[src/rtl/apb_irq_ctrl.sv]
// APB3 interrupt controller: per-source edge/level capture into pending bits,
// enable mask, fixed lowest-index priority and a claim register.
module apb_irq_cell (
  input  logic clk_i,
  input  logic rst_i,
  input  logic src,
  input  logic edge_mode,
  input  logic clr,
  input  logic set_sw,
  output logic pending
);
  logic src_q;
  logic set_hw;

  // In edge mode only a 0->1 transition sets; a set always beats a clear.
  assign set_hw = src & ~(edge_mode & src_q);

  always_ff @(posedge clk_i) begin
    if (rst_i) begin
      src_q   <= 1'b0;
      pending <= 1'b0;
    end else begin
      src_q   <= src;
      pending <= (pending & ~clr) | set_hw | set_sw;
    end
  end
endmodule

module apb_irq_ctrl #(
  parameter int NumIrq         = 8,
  parameter int APB_ADDR_WIDTH = 12
) (
  input  logic                      clk_i,
  input  logic                      rst_i,
  input  logic                      PSEL,
  input  logic                      PENABLE,
  input  logic                      PWRITE,
  input  logic [APB_ADDR_WIDTH-1:0] PADDR,
  input  logic [31:0]               PWDATA,
  output logic [31:0]               PRDATA,
  output logic                      PREADY,
  output logic                      PSLVERR,
  input  logic [NumIrq-1:0]         irq_i,
  output logic                      irq_o,
  output logic [4:0]                irq_id_o
);
  localparam logic [2:0] A_PEND = 3'd0, A_EN = 3'd1, A_CLR = 3'd2,
                         A_SET  = 3'd3, A_CLM = 3'd4, A_EDG = 3'd5;

  logic [NumIrq-1:0] pending, enable, edge_sel, active;
  logic [NumIrq-1:0] clr, set_sw, claim_mask, wd;
  logic [2:0]        idx;
  logic              access, err, wr, rd, any_act, claim;
  logic [4:0]        id_c;
  logic              unused_bits;

  assign unused_bits = ^{PADDR, PWDATA};

  assign idx     = PADDR[4:2];
  assign wd      = PWDATA[NumIrq-1:0];
  assign access  = PSEL & PENABLE;
  assign err     = (idx > A_EDG) | (PWRITE & ((idx == A_PEND) | (idx == A_CLM)));
  assign PSLVERR = access & err;
  assign PREADY  = 1'b1;
  assign wr      = access & ~err & PWRITE;
  assign rd      = access & ~err & ~PWRITE;
  assign active  = pending & enable;

  always_comb begin
    id_c    = '0;
    any_act = 1'b0;
    for (int i = NumIrq - 1; i >= 0; i--) begin
      if (active[i]) begin
        id_c    = 5'(i);
        any_act = 1'b1;
      end
    end
  end

  assign claim = rd & (idx == A_CLM) & any_act;

  always_comb begin
    claim_mask = '0;
    if (claim) claim_mask[id_c] = 1'b1;
  end

  assign clr    = ((wr && idx == A_CLR) ? wd : '0) | claim_mask;
  assign set_sw = (wr && idx == A_SET) ? wd : '0;

  generate
    for (genvar g = 0; g < NumIrq; g++) begin : g_cell
      apb_irq_cell u_cell (
        .clk_i     (clk_i),
        .rst_i     (rst_i),
        .src       (irq_i[g]),
        .edge_mode (edge_sel[g]),
        .clr       (clr[g]),
        .set_sw    (set_sw[g]),
        .pending   (pending[g])
      );
    end
  endgenerate

  always_ff @(posedge clk_i) begin
    if (rst_i) begin
      enable   <= '0;
      edge_sel <= '1;
      irq_o    <= 1'b0;
      irq_id_o <= '0;
    end else begin
      if (wr && idx == A_EN)  enable   <= wd;
      if (wr && idx == A_EDG) edge_sel <= wd;
      irq_o    <= any_act;
      irq_id_o <= id_c;
    end
  end

  always_comb begin
    PRDATA = '0;
    if (rd) begin
      case (idx)
        A_PEND:  PRDATA = 32'(pending);
        A_EN:    PRDATA = 32'(enable);
        A_CLM:   PRDATA = any_act ? 32'(id_c) + 32'd1 : 32'd0;
        A_EDG:   PRDATA = 32'(edge_sel);
        default: PRDATA = '0;
      endcase
    end
  end
endmodule
[config.mk]
export PLATFORM = sky130hd
export DESIGN_NAME = apb_irq_ctrl
export DESIGN_NICKNAME = d
export VERILOG_FILES = /design/src/rtl/apb_irq_ctrl.sv
export SDC_FILE = /design/constraint.sdc
export NUM_CORES = 1
export LEC_CHECK = 0
export CORE_MARGIN = 5
export CORE_UTILIZATION = 38
export DETAILED_ROUTE_END_ITERATION = 8
export GPL_TIMING_DRIVEN = 0
export PLACE_DENSITY = 0.74
export SETUP_SLACK_MARGIN = 0.5
export SLEW_MARGIN = 20
export SYNTH_ARGS = -nofsm -noshare
export SYNTH_HDL_FRONTEND = slang
export SYNTH_HIERARCHICAL = 1
export SYNTH_SLANG_ARGS = --single-unit
[constraint.sdc]
create_clock -name clk_i -period 2.7 [get_ports clk_i]
set_input_delay 0.675 -clock clk_i [delete_from_list [all_inputs] [get_ports clk_i]]
set_output_delay 0.675 -clock clk_i [all_outputs]
set_load 0.005 [all_outputs]
Yosys cells after proc, flatten, opt, wreduce, memory -nomap -nowiden --
Cells that the tools add are included.
Storage, ports and cells: input bits 57, register bits after elaboration 38, output and inout port bits 40
Cells by class: muxes and demuxes 24, order comparisons 3, reduce and logical (&&, ||, !) cells 6, bitwise operators 70, eq/ne operators 5, add/subtract/negate cells 1
Operator list (count):
- two-way mux 5 bit | 7
- bitwise AND 1 bit | 32
- two-way mux 8 bit | 4
- one-hot mux 8 bit (4 select lines) | 1
- NOT 1 bit | 18
- bitwise OR 1 bit | 18
- two-way mux 1 bit | 9
- bitwise AND 8 bit | 1
- bitwise OR 8 bit | 1
- adder 5 x 1 -> 6 bit (second input constant) | 1
- equality test 3 x 2 -> 1 bit (second input constant) | 2
- equality test 3 bit (second input constant) | 2
- two-way mux 6 bit | 1
- greater-or-equal comparator 5 x 1 -> 1 bit (second input constant) | 1
- logical AND 1 bit | 5
- < comparator 5 x 4 -> 1 bit (second input constant) | 1
- demux 1 bit (select 3 bit) | 1
- equality test 3 x 1 -> 1 bit (second input constant) | 1
- greater-than comparator 3 bit (second input constant) | 1
- zero test 3 bit | 1
- two-way mux 3 bit | 1

Longest topological paths before layout --
Gate-level depths: netlist of the first run.
word-level depth 19, depth in mapped cells 7

Modules after synthesis --
The synthesis of the first run kept the hierarchy.
By module, submodules not included:
- apb_irq_ctrl | area each 1540.2 um^2, instances 1, cells each 195
- apb_irq_cell | area each 72.6 um^2, instances 8, cells each 7

Least setup slack after synthesis of the first run --
OpenSTA, ideal clock, no wires.
path kind input-to-output, start point input port PADDR[2], end point output port PRDATA[0], required time 2025 ps, setup slack 240 ps, stages 4, path buffers 1, arrival time 1785 ps, path through buf_2 -> nor3b_4 -> or3b_4 -> o32ai_1
Between the ends: cells in the longest elaborated chain, start to end 8
Ends and longest elaborated chain:
- start, declared | RTL line 38 | input logic [APB_ADDR_WIDTH-1:0] PADDR,
- equality test 3 bit / zero test 3 bit (equally long branches) | RTL line 62, 121
- bitwise OR 1 bit | RTL line 62 | assign err = (idx > A_EDG) | (PWRITE & ((idx == A_PEND) | (idx == A_CLM)));
- bitwise AND 1 bit | RTL line 62
- bitwise OR 1 bit | RTL line 62
- NOT 1 bit | RTL line 66 | assign rd = access & ~err & ~PWRITE;
- bitwise AND 1 bit (2 in a row) | RTL line 66
- two-way mux 8 bit * | RTL line 120 | if (rd) begin
- end, declared | RTL line 40 | output logic [31:0] PRDATA,
Mark *: on every way between the ends. The rest lies on a longest branch, timed or not.

Worst setup path after layout of the first run --
start point register g_cell[3].u_cell.pending, end point output port PRDATA[2]
Between the ends: cells in the longest elaborated chain, start to end 9
Ends and longest elaborated chain:
- start, declared | RTL line 10 | output logic pending
- start signal, assigned | RTL line 24 | pending <= (pending & ~clr) | set_hw | set_sw;
- bitwise AND 8 bit * | RTL line 67 | assign active = pending & enable;
- two-way mux 5 bit (4 in a row) | RTL line 73 | if (active[i]) begin
- adder 5 x 1 -> 6 bit | RTL line 124 | A_CLM: PRDATA = any_act ? 32'(id_c) + 32'd1 : 32'd0;
- two-way mux 6 bit * | RTL line 124
- one-hot mux 8 bit (4 select lines) * | RTL line 121 | case (idx)
- two-way mux 8 bit * | RTL line 120
Marked as above.

==> results of run 1 <==
-- what timing repair did --
| item | in CTS | in global routing |
|---|---|---|
| resized for setup | 112 | 12 |
| setup buffers | 35 | 3 |
| pin swaps | 28 | 9 |
| setup endpoints to repair | 25 | 27 |
| gates cloned | 0 | 0 |
-- final timing paths --
path / start / end / slack (ps) / cells after the start
setup / recovery: g_cell[3].u_cell/pending / PRDATA[2] / 120 / 10
hold / removal: g_cell[0].u_cell/src_q / g_cell[0].u_cell/pending / 520 / 2
setup reg to reg: g_cell[3].u_cell/pending / g_cell[7].u_cell/pending / 150 / 17
hold reg to reg: g_cell[0].u_cell/src_q / g_cell[0].u_cell/pending / 520 / 2
-- stage by stage --
stage	setup TNS, ps	utilization [%]
floorplan	0	-
global placement	-4776	48.79
detailed placement	-5260	48.79
CTS	0	59.85
global route	0	60.84
finish	0	60.84
-- synthesized netlist by cell type (2+ instances only) --
| cell | instances | area share, % |
|---|---|---|
| sky130_fd_sc_hd__nand2_1 | 23 | 4.1 |
| sky130_fd_sc_hd__mux2_2 | 6 | 3.2 |
| sky130_fd_sc_hd__buf_4 | 28 | 9.9 |
| sky130_fd_sc_hd__o21ai_0 | 14 | 3.3 |
| sky130_fd_sc_hd__nand3b_1 | 9 | 3.2 |
| sky130_fd_sc_hd__a22o_1 | 4 | 1.7 |
| sky130_fd_sc_hd__buf_2 | 3 | 0.71 |
| sky130_fd_sc_hd__mux2i_1 | 10 | 4.7 |
| sky130_fd_sc_hd__and2_1 | 10 | 2.9 |
| sky130_fd_sc_hd__nor2b_1 | 9 | 2.7 |
| sky130_fd_sc_hd__dfxtp_1 | 36 | 34 |
| sky130_fd_sc_hd__nor3_2 | 2 | 0.94 |
| sky130_fd_sc_hd__a21bo_1 | 8 | 3.8 |
| sky130_fd_sc_hd__inv_1 | 11 | 1.9 |
| sky130_fd_sc_hd__a32oi_1 | 3 | 1.2 |
| sky130_fd_sc_hd__a22oi_1 | 12 | 4.2 |
| sky130_fd_sc_hd__nand2b_1 | 8 | 2.4 |
| sky130_fd_sc_hd__clkbuf_1 | 4 | 0.71 |
| sky130_fd_sc_hd__a31oi_1 | 8 | 2.4 |
| sky130_fd_sc_hd__conb_1 | 2 | 0.35 |
| sky130_fd_sc_hd__nor2_1 | 20 | 3.5 |
| sky130_fd_sc_hd__a21oi_1 | 3 | 0.71 |
| sky130_fd_sc_hd__nand3_1 | 4 | 0.94 |
-- critical path, stage by stage, from the launching register on --
cell and delay, ps:
sky130_fd_sc_hd__dfxtp_2 350, sky130_fd_sc_hd__buf_6 120, sky130_fd_sc_hd__a22oi_2 210, sky130_fd_sc_hd__and2_4 180, sky130_fd_sc_hd__buf_4 110, sky130_fd_sc_hd__buf_6 80
sky130_fd_sc_hd__buf_6 90, sky130_fd_sc_hd__buf_6 80, sky130_fd_sc_hd__nand4b_1 100, sky130_fd_sc_hd__a21oi_2 150, sky130_fd_sc_hd__buf_2 130
-- report_power, final --
part | switching (uW) | internal (uW) | total, uW | leakage, uW
clock network | 211 | 273 | 484 | 0.0000541
registers | 20.6 | 550 | 570 | 0.000299
logic | 102 | 127 | 229 | 0.00108
-- state kept, by name, indices dropped and copies added (netlist names) --
signal and flops:
edge_sel 8, irq_o 1, g_cell.u_cell/src_q 8, enable 8, irq_id_o 3, g_cell.u_cell/pending 8
-- cell type report --
type | instances | area, um2 | area share (%)
buffer | 35 | 290.3 | 8.719
clock buffer | 5 | 68.82 | 2.067
clock inverter | 3 | 42.54 | 1.278
inverter | 11 | 43.79 | 1.315
multi-input combinational | 194 | 1403 | 42.13
sequential | 36 | 735.7 | 22.10
tap | 72 | 90.09 | 2.706
timing repair buffer | 72 | 655.6 | 19.69
-- cells by family after synthesis --
logic type,Yosys count,synth area share (%)
multiplexers,16,7.906
other,2,0.3541
flip-flops,36,33.98
buffers and inverters,46,13.27
AND/OR/NAND/NOR,93,24.84
adder cells (fa/ha/maj),1,0.5899
AO/OA/AOI/OAI,57,19.06
-- metal layers --
layer  part of all wire [%]  vias to the layer above  routed length (um)  global-route usage (%)
met1                     37                     1044                2711                   22.57
met3                    8.5                       33                 618                   5.299
met2                     50                      118                3611                   33.45
met4                    4.6                        0                 335                   12.81
met5                      0                        -                   0                       0
li1                       -                     1029                   -                       -
==> impl_metrics.csv, run 1 <==
group,metric,value,unit
clock_tree,tritoncts.num_buffers,5,
floorplan,rows,27,
timing,setup_viol_count_final,0,
yosys,seq_area_frac_synth,33.98,%
critical_path,timing_worst_setup_path_type,"reg2out",
place,place_inst,382,
floorplan,core_area,0.005473,mm2
yosys,synth-async-reset-ratio,0,%
power_and_ir_drop,static-leakage-power,0.001429,uW
yosys,synth_edf_count,0,
final_layout,num-nets-final,413,
floorplan,die-height,84.71,um
timing,timing.final.crit_period,2585,ps
timing,layout_setup_ws,115.4,ps
clock_tree,htreeDepth,2,
routing,first_pass_iters,4,
timing,worst_slew_margin_rel,36.00,%
final_layout,fillerInstances,452,
global_route,via_count_of_the_first_global_routing_pass,2257,
final_layout,layoutNonFillerInstCount,428,
global_route,grt_start_max_net_pins,19,
final_layout,syn_to_final_growth,56.99,%
floorplan,floorplan.initialDensity,38.75,%
timing,min_period_over_period,95.73,%
yosys,synthCells,251,
clock_tree,clk_latency,300,ps
yosys,postSynthAreaPerCell,8.449,um2
timing,fmax,0.3869,GHz
clock_tree,numClockSinks,36,
power_and_ir_drop,worst_ir_drop_vdd,197.3,uV
clock_tree,tritoncts,"built",
power_and_ir_drop,p_per_area,385.4,mW/mm2
routing,detail_route.drc_violations,0,
timing,finClkSkew,3.659,ps
clock_tree,path_clk_slew,80,ps
place,place_worst_setup_slack,-754.0,ps
yosys,synth.ff_latch_count,36,
routing,viasPerCell,5.196,
final_layout,highest_count_cells_in_the_layout_ignoring_fill_and_taps,"sky130_fd_sc_hd__buf_4 (48), sky130_fd_sc_hd__dfxtp_1 (28), sky130_fd_sc_hd__conb_1 (27)",
place,place.gp.congestion,0.9155,
yosys,distinct_cells_synth,37,
routing,detail_route.wirelength,7277,um
floorplan,die-width,84.71,um
global_route,grt_pass1_wl,11380,um
timing,maxSlewViolCount,0,
place,placement.cell_area,0.002670,mm2
place,port_buffers,34,
final_layout,num_antenna_cells,0,
clock_tree,ctsLongestPathBuffers,2,
global_route,globalRouteOverflowTotal,0,
critical_path,timing.critical_path.to_type,"output pin",
critical_path,worstPathMaxFanout,4,
clock_tree,clock-root-buffer,"sky130_fd_sc_hd__clkbuf_8",
routing,drt_iter0_markers,230,
routing,routed_via_count,2224,
final_layout,drive_gt1_share,39.04,%
final_layout,layout_commonest_cell,"sky130_fd_sc_hd__buf_4",
routing,routed_wire_per_std_cell,17.00,um
critical_path,cp.required,2030,ps
place,place.detailed.hpwl,3994,um
flow_run,timing.max_cap.violations,0,
floorplan,pin_count,97,
floorplan,design.die.area,0.007175,mm2
global_route,global_router_s_overall_resource_usage,20.08,%
timing,tightestPinTransition,952.0,ps
timing,hold_violations,0,
power_and_ir_drop,fin_total_pwr,1283,uW
clock_tree,cts_hold_buffers,0,
timing,grt_setup_unrepaired,"yes",
min_path,hold_path.class,"reg2reg",
routing,antenna_violating_nets_post_route,0,
critical_path,cp-start-kind,"register",
yosys,ys.flop_type,"sky130_fd_sc_hd__dfxtp_1",
critical_path,cp_data_arrival_time,1910,ps
yosys,syn_area,0.002121,mm2
timing,hold-worst-slack,519.4,ps
global_route,antenna_violations_before_repair,0,
yosys,yosysWarningCount,6,
outcome,outcome,"finished, final reports clean",
final_layout,final_cell_area,0.003329,mm2
Note: power is estimated with default switching activity, not from simulation.
==> run 2, diff against run 1 <==
--- a/config.mk
+++ b/config.mk
@@ -8,6 +8,7 @@
 export CORE_MARGIN = 5
 export CORE_UTILIZATION = 38
 export DETAILED_ROUTE_END_ITERATION = 8
+export GPL_ROUTABILITY_DRIVEN = 0
 export GPL_TIMING_DRIVEN = 0
 export PLACE_DENSITY = 0.74
 export SETUP_SLACK_MARGIN = 0.5
==> results of run 2 <==
Final layout, timing and power as in run 1 (identical DEF).
